[src/rtl/melody_sequencer.sv]
// -----------------------------------------------------------------------------
// melody_sequencer
//
// Plays a fixed wake-up melody on the 12-note piezo tone block. The melody is
// held in a small internal ROM of {code, dur} entries. Each entry lasts
// dur*BEAT_CNT clock cycles. The last GAP_CNT cycles of each entry are silent,
// which separates consecutive notes.
//
// Ports:
//   clk        in   1   system clock (1 MHz nominal)
//   rst        in   1   asynchronous, active-low reset
//   start      in   1   one-cycle request to begin the melody from entry 0
//   stop       in   1   one-cycle request to abort playback (wins over start)
//   playSound  out 13   one-hot note select (bit n = tone n); zero = silent
//   busy       out  1   high while a note or gap is being played
//   done       out  1   one-cycle pulse when the melody ends normally
//   note_idx   out  4   current ROM index (debug)
//
// Build option:
//   MELODY_SEQ_LOOP_EN - when defined, the melody restarts at entry 0 instead
//                        of finishing. Only stop or reset ends playback.
// -----------------------------------------------------------------------------
module melody_sequencer #(
    parameter int BEAT_CNT = 250000,  // cycles per beat, must exceed GAP_CNT
    parameter int GAP_CNT  = 20000,   // silent cycles at the end of each entry
    parameter int MEL_LEN  = 16       // ROM entries
) (
    input  logic        clk,
    input  logic        rst,
    input  logic        start,
    input  logic        stop,
    output logic [12:0] playSound,
    output logic        busy,
    output logic        done,
    output logic [3:0]  note_idx
);

    localparam logic [3:0] CODE_END = 4'd13;

    typedef enum logic [1:0] {
        S_IDLE,
        S_PLAY,
        S_GAP,
        S_DONE
    } state_t;

    // -------------------------------------------------------------------------
    // Melody ROM: twelve ascending notes, a two-beat rest, a four-beat top note,
    // then end markers.
    // -------------------------------------------------------------------------
    function automatic logic [3:0] rom_code(input logic [3:0] a);
        if (a < 4'd12)       rom_code = a + 4'd1;
        else if (a == 4'd12) rom_code = 4'd0;
        else if (a == 4'd13) rom_code = 4'd12;
        else                 rom_code = CODE_END;
    endfunction

    function automatic logic [3:0] rom_dur(input logic [3:0] a);
        if (a < 4'd12)       rom_dur = 4'd1;
        else if (a == 4'd12) rom_dur = 4'd2;
        else if (a == 4'd13) rom_dur = 4'd4;
        else                 rom_dur = 4'd0;
    endfunction

    state_t      state_q, state_d;
    logic [3:0]  idx_q, idx_d;
    logic [19:0] cnt_q, cnt_d;
    logic [12:0] play_q, play_d;
    logic        busy_q, busy_d;
    logic        done_q, done_d;

    // Entry length is computed at 32 bits so dur*BEAT_CNT never truncates; the
    // 20-bit counter is zero-extended for the comparisons.
    logic [3:0]  cur_dur;
    logic [3:0]  dur_eff;
    logic [31:0] entry_len;
    logic [31:0] play_len;
    logic [31:0] cnt_ext;
    logic [3:0]  idx_nx;
    logic        last_entry;
    logic [3:0]  play_code;
    logic [12:0] note_oh;

    assign cur_dur    = rom_dur(idx_q);
    assign dur_eff    = (cur_dur == 4'd0) ? 4'd1 : cur_dur;
    assign entry_len  = 32'(dur_eff) * 32'(BEAT_CNT);
    assign play_len   = entry_len - 32'(GAP_CNT);
    assign cnt_ext    = {12'd0, cnt_q};
    assign idx_nx     = idx_q + 4'd1;
    assign last_entry = (idx_q == 4'(MEL_LEN - 1)) || (rom_code(idx_nx) == CODE_END);

    // One-hot decode of the entry that will be playing next cycle. Only codes
    // 1..12 light a bit, so rests, end markers and bit 0 stay silent and the
    // bus can never be multi-hot.
    assign play_code  = rom_code(idx_d);
    assign note_oh[0] = 1'b0;
    generate
        for (genvar gi = 1; gi <= 12; gi++) begin : g_note_dec
            assign note_oh[gi] = (play_code == 4'(gi));
        end
    endgenerate

    always_comb begin
        state_d = state_q;
        idx_d   = idx_q;
        cnt_d   = cnt_q;

        unique case (state_q)
            S_IDLE: begin
                if (start && !stop) begin
                    idx_d = 4'd0;
                    cnt_d = 20'd0;
                    if (rom_code(4'd0) == CODE_END) begin
`ifdef MELODY_SEQ_LOOP_EN
                        state_d = S_IDLE;  // nothing to loop over
`else
                        state_d = S_DONE;
`endif
                    end else begin
                        state_d = S_PLAY;
                    end
                end
            end

            S_PLAY: begin
                if (stop) begin
                    state_d = S_IDLE;
                    cnt_d   = 20'd0;
                end else begin
                    cnt_d = cnt_q + 20'd1;
                    if (cnt_ext == play_len - 32'd1) begin
                        state_d = S_GAP;
                    end
                end
            end

            S_GAP: begin
                if (stop) begin
                    state_d = S_IDLE;
                    cnt_d   = 20'd0;
                end else if (cnt_ext == entry_len - 32'd1) begin
                    cnt_d = 20'd0;
                    if (last_entry) begin
`ifdef MELODY_SEQ_LOOP_EN
                        idx_d   = 4'd0;
                        state_d = S_PLAY;
`else
                        // Advance onto the end marker; on the final index
                        // there is nothing to advance to, so it holds.
                        if (idx_q != 4'(MEL_LEN - 1)) begin
                            idx_d = idx_nx;
                        end
                        state_d = S_DONE;
`endif
                    end else begin
                        idx_d   = idx_nx;
                        state_d = S_PLAY;
                    end
                end else begin
                    cnt_d = cnt_q + 20'd1;
                end
            end

            S_DONE: begin
                state_d = S_IDLE;
            end

            default: begin
                state_d = S_IDLE;
            end
        endcase

        // Outputs are derived from the next state so that the registered
        // copies line up with the state they describe.
        play_d = (state_d == S_PLAY) ? note_oh : 13'd0;
        busy_d = (state_d == S_PLAY) || (state_d == S_GAP);
        done_d = (state_d == S_DONE);
    end

    always_ff @(posedge clk or negedge rst) begin
        if (!rst) begin
            state_q <= S_IDLE;
            idx_q   <= 4'd0;
            cnt_q   <= 20'd0;
            play_q  <= 13'd0;
            busy_q  <= 1'b0;
            done_q  <= 1'b0;
        end else begin
            state_q <= state_d;
            idx_q   <= idx_d;
            cnt_q   <= cnt_d;
            play_q  <= play_d;
            busy_q  <= busy_d;
            done_q  <= done_d;
        end
    end

    assign playSound = play_q;
    assign busy      = busy_q;
    assign done      = done_q;
    assign note_idx  = idx_q;

endmodule

[config.mk]
export PLATFORM = sky130hd
export DESIGN_NAME = melody_sequencer
export DESIGN_NICKNAME = d
export VERILOG_FILES = /design/src/rtl/melody_sequencer.sv
export SDC_FILE = /design/constraint.sdc
export NUM_CORES = 1
export LEC_CHECK = 0
export CORE_MARGIN = 2
export CORE_UTILIZATION = 35
export DETAILED_ROUTE_END_ITERATION = 10
export GPL_TIMING_DRIVEN = 0
export PLACE_DENSITY = 0.53
export REMOVE_ABC_BUFFERS = 1
export SYNTH_ARGS = -nofsm -noshare
export SYNTH_HDL_FRONTEND = slang
export SYNTH_SLANG_ARGS = --single-unit
[constraint.sdc]
create_clock -name clk -period 4.3 [get_ports clk]
set_input_delay 1.075 -clock clk [delete_from_list [all_inputs] [get_ports clk]]
set_output_delay 1.075 -clock clk [all_outputs]
set_load 0.01 [all_outputs]
==> results of run 1 <==
-- worst max-delay path: stages, from the launching register on --
cell        delay [ns]
dfrtp_2           0.43
inv_2             0.09
ha_4              0.13
and3_4            0.19
clkinvlp_4        0.15
buf_6             0.15
ha_4              0.23
buf_4             0.14
a21boi_0          0.28
o221ai_2          0.17
or4_1             0.53
or4_4             0.57
nor2_4            0.10
a311oi_2          0.06
o32a_1            0.36
ha_4              0.21
inv_2             0.06
a2111o_1          0.11
a22oi_1           0.06
-- per-layer routing --
layer  global-route usage  wire length [µm]  part of all wire
met5                    0                 0                 0
met4               0.0478                91             0.011
met3               0.0284               239             0.029
met2                0.290              4090              0.50
met1                0.218              3790              0.46
-- how the worst max path moves through the flow --
stage                startpoint             to  slack, ns  cells past startpoint
global route        note_idx[0]   playSound[4]      -0.03                     18
global placement    note_idx[0]       cnt_q[4]      -1.08                     13
detailed placement  note_idx[0]  playSound[12]       -1.0                     16
floorplan           note_idx[0]       cnt_q[4]      -0.19                     13
CTS                 note_idx[0]   playSound[8]       0.01                     19
finish              note_idx[0]   playSound[8]       0.15                     18
-- flip-flops by register name (all words and copies together) (netlist names) --
name       count
playSound     12
cnt_q         20
busy           1
done           1
state_q        2
note_idx       4
-- per-stage QoR --
stage | setup TNS [ns] | total power [mW] | area (µm²) | std cells | worst slack (ns)
final | 0 | 1.13 | 4260 | 528 | 0.146
after global routing | -0.0660 | 1.20 | 4260 | 528 | -0.0251
after CTS | 0 | 1.13 | 4100 | 519 | 0.00985
after detailed placement | -11.40 | 0.669 | 3600 | 488 | -1.00
after global placement | -30.75 | 0.645 | 3550 | 485 | -1.08
after floorplan | -3.63 | 0.574 | 3200 | 353 | -0.194
-- cell usage in the layout, fill, tap and decap left out, types with 4 or more instances in the layout --
cell type        instances
a211oi_1                 6
a21o_1                   4
a21oi_1                 17
a22o_1                   6
a31oi_1                  4
and3_1                  12
buf_4                   29
clkbuf_8                 5
clkdlybuf4s50_1         20
conb_1                   6
dfrtp_1                 37
ha_1                    21
ha_4                     8
inv_1                   19
inv_2                    4
mux2i_1                 12
nand2_1                 24
nand2b_1                 7
nand3_1                 19
nand4_1                  8
nor2_1                  20
nor2b_1                  6
nor3_1                   5
nor4_1                   4
o21ai_0                 10
or4_1                    4
xnor2_1                 13
xor2_1                   5
-- cell usage after synthesis, types with 2 or more instances --
master	n
nand4_1	8
and3_1	12
dfrtp_1	40
a211oi_1	7
mux2i_1	13
a22oi_1	2
nor4_1	5
nand2_1	25
nor2b_1	6
a21o_1	4
nand4b_1	2
ha_1	30
nand2b_1	7
a32oi_1	3
or4_1	5
or3_1	2
clkbuf_1	16
a21boi_0	2
nand3_1	19
a41o_1	2
xnor2_1	13
o21a_1	4
and2_1	2
nor2_1	22
o22ai_1	2
nor3_1	5
nand3b_1	3
nor3b_1	3
a21oi_1	18
inv_1	25
o21ai_0	11
buf_6	3
o32a_1	2
a22o_1	6
a31oi_1	5
xor2_1	6
-- cell families (layout without fill, tap and decap cells) --
group,after synthesis,in the layout,share of synthesized area
adders and majority gates,31,31,0.120
DFF,40,40,0.304
AOI/OAI and AO/OA,84,84,0.191
xor gates and xnor gates,20,20,0.0574
buffers and inverters,47,88,0.0620
muxes,14,14,0.0430
other,1,6,0.00114
and+or+nand+nor,133,134,0.221
-- where the power goes --
part	switching, mW	internal, mW
Sequential	0.0105	0.395
Combinational	0.164	0.128
Clock	0.144	0.290
Total	0.318	0.813
-- what timing repair did --
item | CTS | global route
pin swaps | 16 | 22
buffers inserted | 22 | 9
resized for setup | 31 | 22
gates cloned | 1 | 0
endpoints found under the setup margin | 27 | 13
-- layout make-up --
type                    instances  area [µm²]
flip-flops and latches         40        1000
inverters                      25         101
fillers                       897        4930
clock inverters                 3        90.1
well taps                     111         139
multi-input cells             289        2350
repair buffers                 55         508
clock buffers                   5        68.8
==> reports/metrics.cfg, run 1 <==
[placed_design]
routabilityCongestion = 0.845
hpwl_um = 5530
io_buffers = 21

[worst_setup_path]
r2r-end = playSound[8]
reg2reg_from = note_idx[0]
crit_fanout = 6
critPathKind = reg -> reg
crit_required_ns = 4.47
crit_arrival_ns = 4.33
ff2ff_setup_slack_ns = 0.15
crit_path_start_kind = flop
end_kind = flop
r2r_cells = 18

[drt]
viasPerCell = 5.47
firstDrtPassIters = 4
initialDrtViolationCount = 119
drt-total-wl_um = 8210
avgRoutedWirePerCell_um = 15.6
drtAntennaViolNets = 0
vias = 2886
drc = 0

[min_path]
holdPathStages = 1
min_to = cnt_q[19]
worstHoldPathType = reg -> reg
hp-start = cnt_q[19]

[run_status]
status = completed

[yosys]
ys_seq_area_frac = 0.304
yosys-top-cells-area = dfrtp_1, ha_1, mux2i_1
synth-seq-cells = 40
yosysWarnings = 0
synth_area_leader_cell = dfrtp_1
synth_edf_count = 0
async_flop_share = 1.00
synth_top_area_frac = 0.304
synthCells = 370
ys.flop_type = dfrtp_1
yosysUniqueCellTypes = 66
syn-cell-area_um2 = 3290
syn_avg_cell_area_um2 = 8.89

[power_and_ir_drop]
power.leakage_nw = 1.71
vdd_ir_drop_max_mv = 0.207
p_per_area_nw_per_um2 = 265

[clock_network]
clock_path_buffers = 2
clkLatencyLatePin_ns = 0.31
cts_buffers = 5
htreeDepth = 2
cts.clk_slew.worst_paths_ns = 0.09
cts_tree = done
cts_sinks = 40
holdBufCountCts = 0
cts_root_buf = clkbuf_8

[global_routing]
grt_start_max_net_pins = 23
grt_pass1_wl_um = 13800
antenna_found_initial = 0
grt-ovfl-total = 0
grt_usage = 0.168
grt_pass1_vias = 2870

[sta]
worst-slew-pin-transition_ns = 0.521
fin_crit_sh = 0.966
max_freq_mhz = 241
maxSlewViolCount = 0
finalSetupViolCount = 0
rsz0062_at_grt = yes
holdWs_ns = 0.522
max_slew_margin = 0.643
finalHoldViolations = 0
fin_crit_ns = 4.15
fin_skew_ns = 0.0137

[floorplanning]
io_pins = 23
core-area_um2 = 9200
initial_utilization = 0.358
die_x_um = 101
row_count = 35
die_h_um = 101
dieArea_um2 = 10200

[final_layout]
synthToLayoutAreaGrowth_pct = 29.5
diodes = 0
fin_util = 0.464
drive_above_1_share = 0.221
final_nets = 451

[job]
cap_viol_max_count = 0

Note: power is estimated with default switching activity, not from simulation.
==> run 2, diff against run 1 <==
--- a/config.mk
+++ b/config.mk
@@ -6,10 +6,10 @@
 export NUM_CORES = 1
 export LEC_CHECK = 0
 export CORE_MARGIN = 2
-export CORE_UTILIZATION = 35
+export CORE_UTILIZATION = 50
 export DETAILED_ROUTE_END_ITERATION = 10
 export GPL_TIMING_DRIVEN = 0
-export PLACE_DENSITY = 0.53
+export PLACE_DENSITY = 0.71
 export REMOVE_ABC_BUFFERS = 1
 export SYNTH_ARGS = -nofsm -noshare
 export SYNTH_HDL_FRONTEND = slang
==> reports/metrics.cfg, run 2 (synthesized netlist as in run 1, its figures left out) <==
[run_status]
status = completed  ; unchanged

[sta]
worst-slew-pin-transition_ns = 0.881  ; was 0.521 ns
finalHoldViolations = 0  ; unchanged
max_slew_margin = 0.413  ; was 0.643
fin_skew_ns = 0.0111  ; was 0.0137 ns
holdWs_ns = 0.524  ; was 0.522 ns
maxSlewViolCount = 0  ; unchanged
finalSetupViolCount = 0  ; unchanged
fin_crit_ns = 4.21  ; was 4.15 ns
fin_tns_setup_ns = 0  ; unchanged
max_freq_mhz = 238  ; was 241 MHz
fin_crit_sh = 0.978  ; was 0.966

[final_layout]
drive_above_1_share = 0.221  ; unchanged
mostFrequentLayoutCell = dfrtp_1  ; unchanged
regMostFlops = cnt_q  ; unchanged
layout_common_cells = dfrtp_1, buf_4, nand2_1, nor2_1, clkdlybuf4s50_1  ; was dfrtp_1, buf_4, nand2_1, ha_1
synthToLayoutAreaGrowth_pct = 25.9  ; was 29.5%
nFillCells = 489  ; was 897
fin_cells = 494  ; was 528
final_nets = 452  ; was 451
largest_register_ffs = 20  ; unchanged
diodes = 0  ; unchanged
fin_util = 0.652  ; was 0.464

[worst_setup_path]
critPathKind = reg -> reg  ; unchanged
cp_slowest_cell = or4_4  ; unchanged
crit_arrival_ns = 4.36  ; was 4.33 ns
cp_common_cell = ha_4  ; unchanged
end_kind = flop  ; unchanged
crit_required_ns = 4.45  ; was 4.47 ns
critPathTopFamily = simple AND/OR/NAND/NOR gates  ; unchanged
cp_cell_sequence = inv_2 -> ha_4 -> and3_4 -> clkinvlp_4 -> buf_12 -> ha_4 -> buf_4 -> xor2_1 -> nor2_1 -> o221ai_2 -> or4_1 -> or4_4 -> nor2_4 -> a311oi_2 -> o32a_1 -> ha_4 -> buf_4 -> nand4_1 -> a22oi_1  ; was inv_2 -> ha_4 -> and3_4 -> clkinvlp_4 -> buf_6 -> ha_4 -> buf_4 -> a21boi_0 -> o221ai_2 -> or4_1 -> or4_4 -> nor2_4 -> a311oi_2 -> o32a_1 -> ha_4 -> inv_2 -> a2111o_1 -> a22oi_1
critPathMaxStageDelay_ns = 0.57  ; about the same
crit_buf_inv = 5  ; unchanged
crit_fanout = 6  ; unchanged
crit_path_start_kind = flop  ; unchanged

[power_and_ir_drop]
p_clk_frac = 0.255  ; was 0.384
p_sw_uw = 293  ; was 318 µW
power.internal_uw = 629  ; was 813 µW
p_sw_frac = 0.318  ; was 0.281
p_per_area_nw_per_um2 = 223  ; was 265 nW/µm²
combPwrFrac = 0.304  ; was 0.258
seq_power_share = 0.441  ; was 0.358
vdd_ir_drop_max_mv = 0.214  ; was 0.207 mV
power.leakage_nw = 1.67  ; was 1.71 nW

[clock_network]
cts.clk_slew.worst_paths_ns = 0.08  ; was 0.09 ns
clkLatencyLatePin_ns = 0.29  ; was 0.31 ns
htreeDepth = 2  ; unchanged
cts_tree = done  ; unchanged
cts_root_buf = clkbuf_8  ; unchanged
cts_buffers = 5  ; unchanged
clock_path_buffers = 2  ; unchanged
cts_sinks = 40  ; unchanged

[drt]
drc = 0  ; unchanged
drt-total-wl_um = 7670  ; was 8210 µm
vias = 2942  ; was 2886
viasPerCell = 5.96  ; was 5.47
avgRoutedWirePerCell_um = 15.5  ; was 15.6 µm
drtAntennaViolNets = 0  ; unchanged
initialDrtViolationCount = 117  ; was 119
firstDrtPassIters = 4  ; unchanged

[floorplanning]
initial_utilization = 0.518  ; was 0.358
row_count = 29  ; was 35
dieArea_um2 = 7250  ; was 10200 µm²
io_pins = 23  ; unchanged
die_x_um = 85.1  ; was 101 µm
core-area_um2 = 6350  ; was 9200 µm²
die_h_um = 85.1  ; was 101 µm

[placed_design]
dp.cells = 453  ; was 488
hpwl_um = 5180  ; was 5530 µm
io_buffers = 21  ; unchanged
routabilityCongestion = 0.806  ; was 0.845

[min_path]
worstHoldPathType = reg -> reg  ; unchanged

[global_routing]
grt_pass1_vias = 2703  ; was 2870
grt_start_max_net_pins = 41  ; was 23
grt-ovfl-total = 0  ; unchanged
grt_usage = 0.209  ; was 0.168
antenna_found_initial = 0  ; unchanged
grt_pass1_wl_um = 12500  ; was 13800 µm

[job]
cap_viol_max_count = 0  ; unchanged

==> run 2: cell count changes in the layout (fill, tap and decap cells not counted), sizes merged <==
cell    delta
bufinv     -3
inv        +1
buf        +2
clkinv     +1
and4       -1
==> run 2: final timing paths <==
path,startpoint,end,slack [ns],depth (start not counted)
setup / recovery,note_idx[0],playSound[9],0.09,19
setup reg to reg,note_idx[0],playSound[9],0.09,19
hold / removal,cnt_q[19],cnt_q[19],0.52,1
max in group asynchronous,rst,note_idx[0],2.80,1
hold reg to reg,cnt_q[19],cnt_q[19],0.52,1
min in group asynchronous,rst,cnt_q[9],0.90,1
==> run 2: through the flow <==
stage | instance area [µm²] | total power [mW] | worst slack [ns]
detailed placement | 3530 | 0.661 | -1.00
global placement | 3510 | 0.638 | -0.960
global route | 4140 | 0.981 | -0.0361
floorplan | 3200 | 0.574 | -0.194
finish | 4140 | 0.922 | 0.0947
CTS | 3870 | 0.917 | 0.0162
==> run 2: area by class of cell <==
cell class / count / area (µm²) / share of cell area
Clock buffer: 5 / 68.8 / 0.0166
Clock inverter: 2 / 12.5 / 0.00302
Inverter: 25 / 97.6 / 0.0236
Multi-Input combinational cell: 288 / 2350 / 0.568
Sequential cell: 40 / 1000 / 0.243
Tap cell: 77 / 96.3 / 0.0233
Timing Repair Buffer: 57 / 510 / 0.123
==> run 2: power groups by stage <==
stage | combinational, mW | sequential, mW | clock, mW
floorplan | 0.158 | 0.416 | 0
global placement | 0.225 | 0.413 | 0
detailed placement | 0.247 | 0.414 | 0
CTS | 0.264 | 0.407 | 0.246
global route | 0.312 | 0.409 | 0.260
finish | 0.280 | 0.406 | 0.235
==> run 2: what timing repair did <==
action,CTS,global route
pin swaps,11,25
gates resized for setup,29,27
buffers inserted,16,18
setup endpoints to repair,31,13
hold endpoints to repair,0,0
hold buffers,0,0
gates cloned,0,0
==> run 2: worst reg2reg max path, stage by stage, from the launching register on <==
cell and delay, ns:
dfrtp_2 0.42, inv_2 0.08, ha_4 0.14, and3_4 0.19, clkinvlp_4 0.13, buf_12 0.16, ha_4 0.23, buf_4 0.14
xor2_1 0.14, nor2_1 0.11, o221ai_2 0.14, or4_1 0.55, or4_4 0.57, nor2_4 0.10, a311oi_2 0.05, o32a_1 0.40
ha_4 0.19, buf_4 0.13, nand4_1 0.10, a22oi_1 0.10
==> run 2: layer usage <==
metal / vias to the layer above / global-route usage / part of all wire
met5: - / 0 / 0
met4: 0 / 0.0577 / 0.011
met3: 11 / 0.0321 / 0.040
met2: 76 / 0.368 / 0.51
li1: 1434 / - / -
met1: 1421 / 0.267 / 0.43
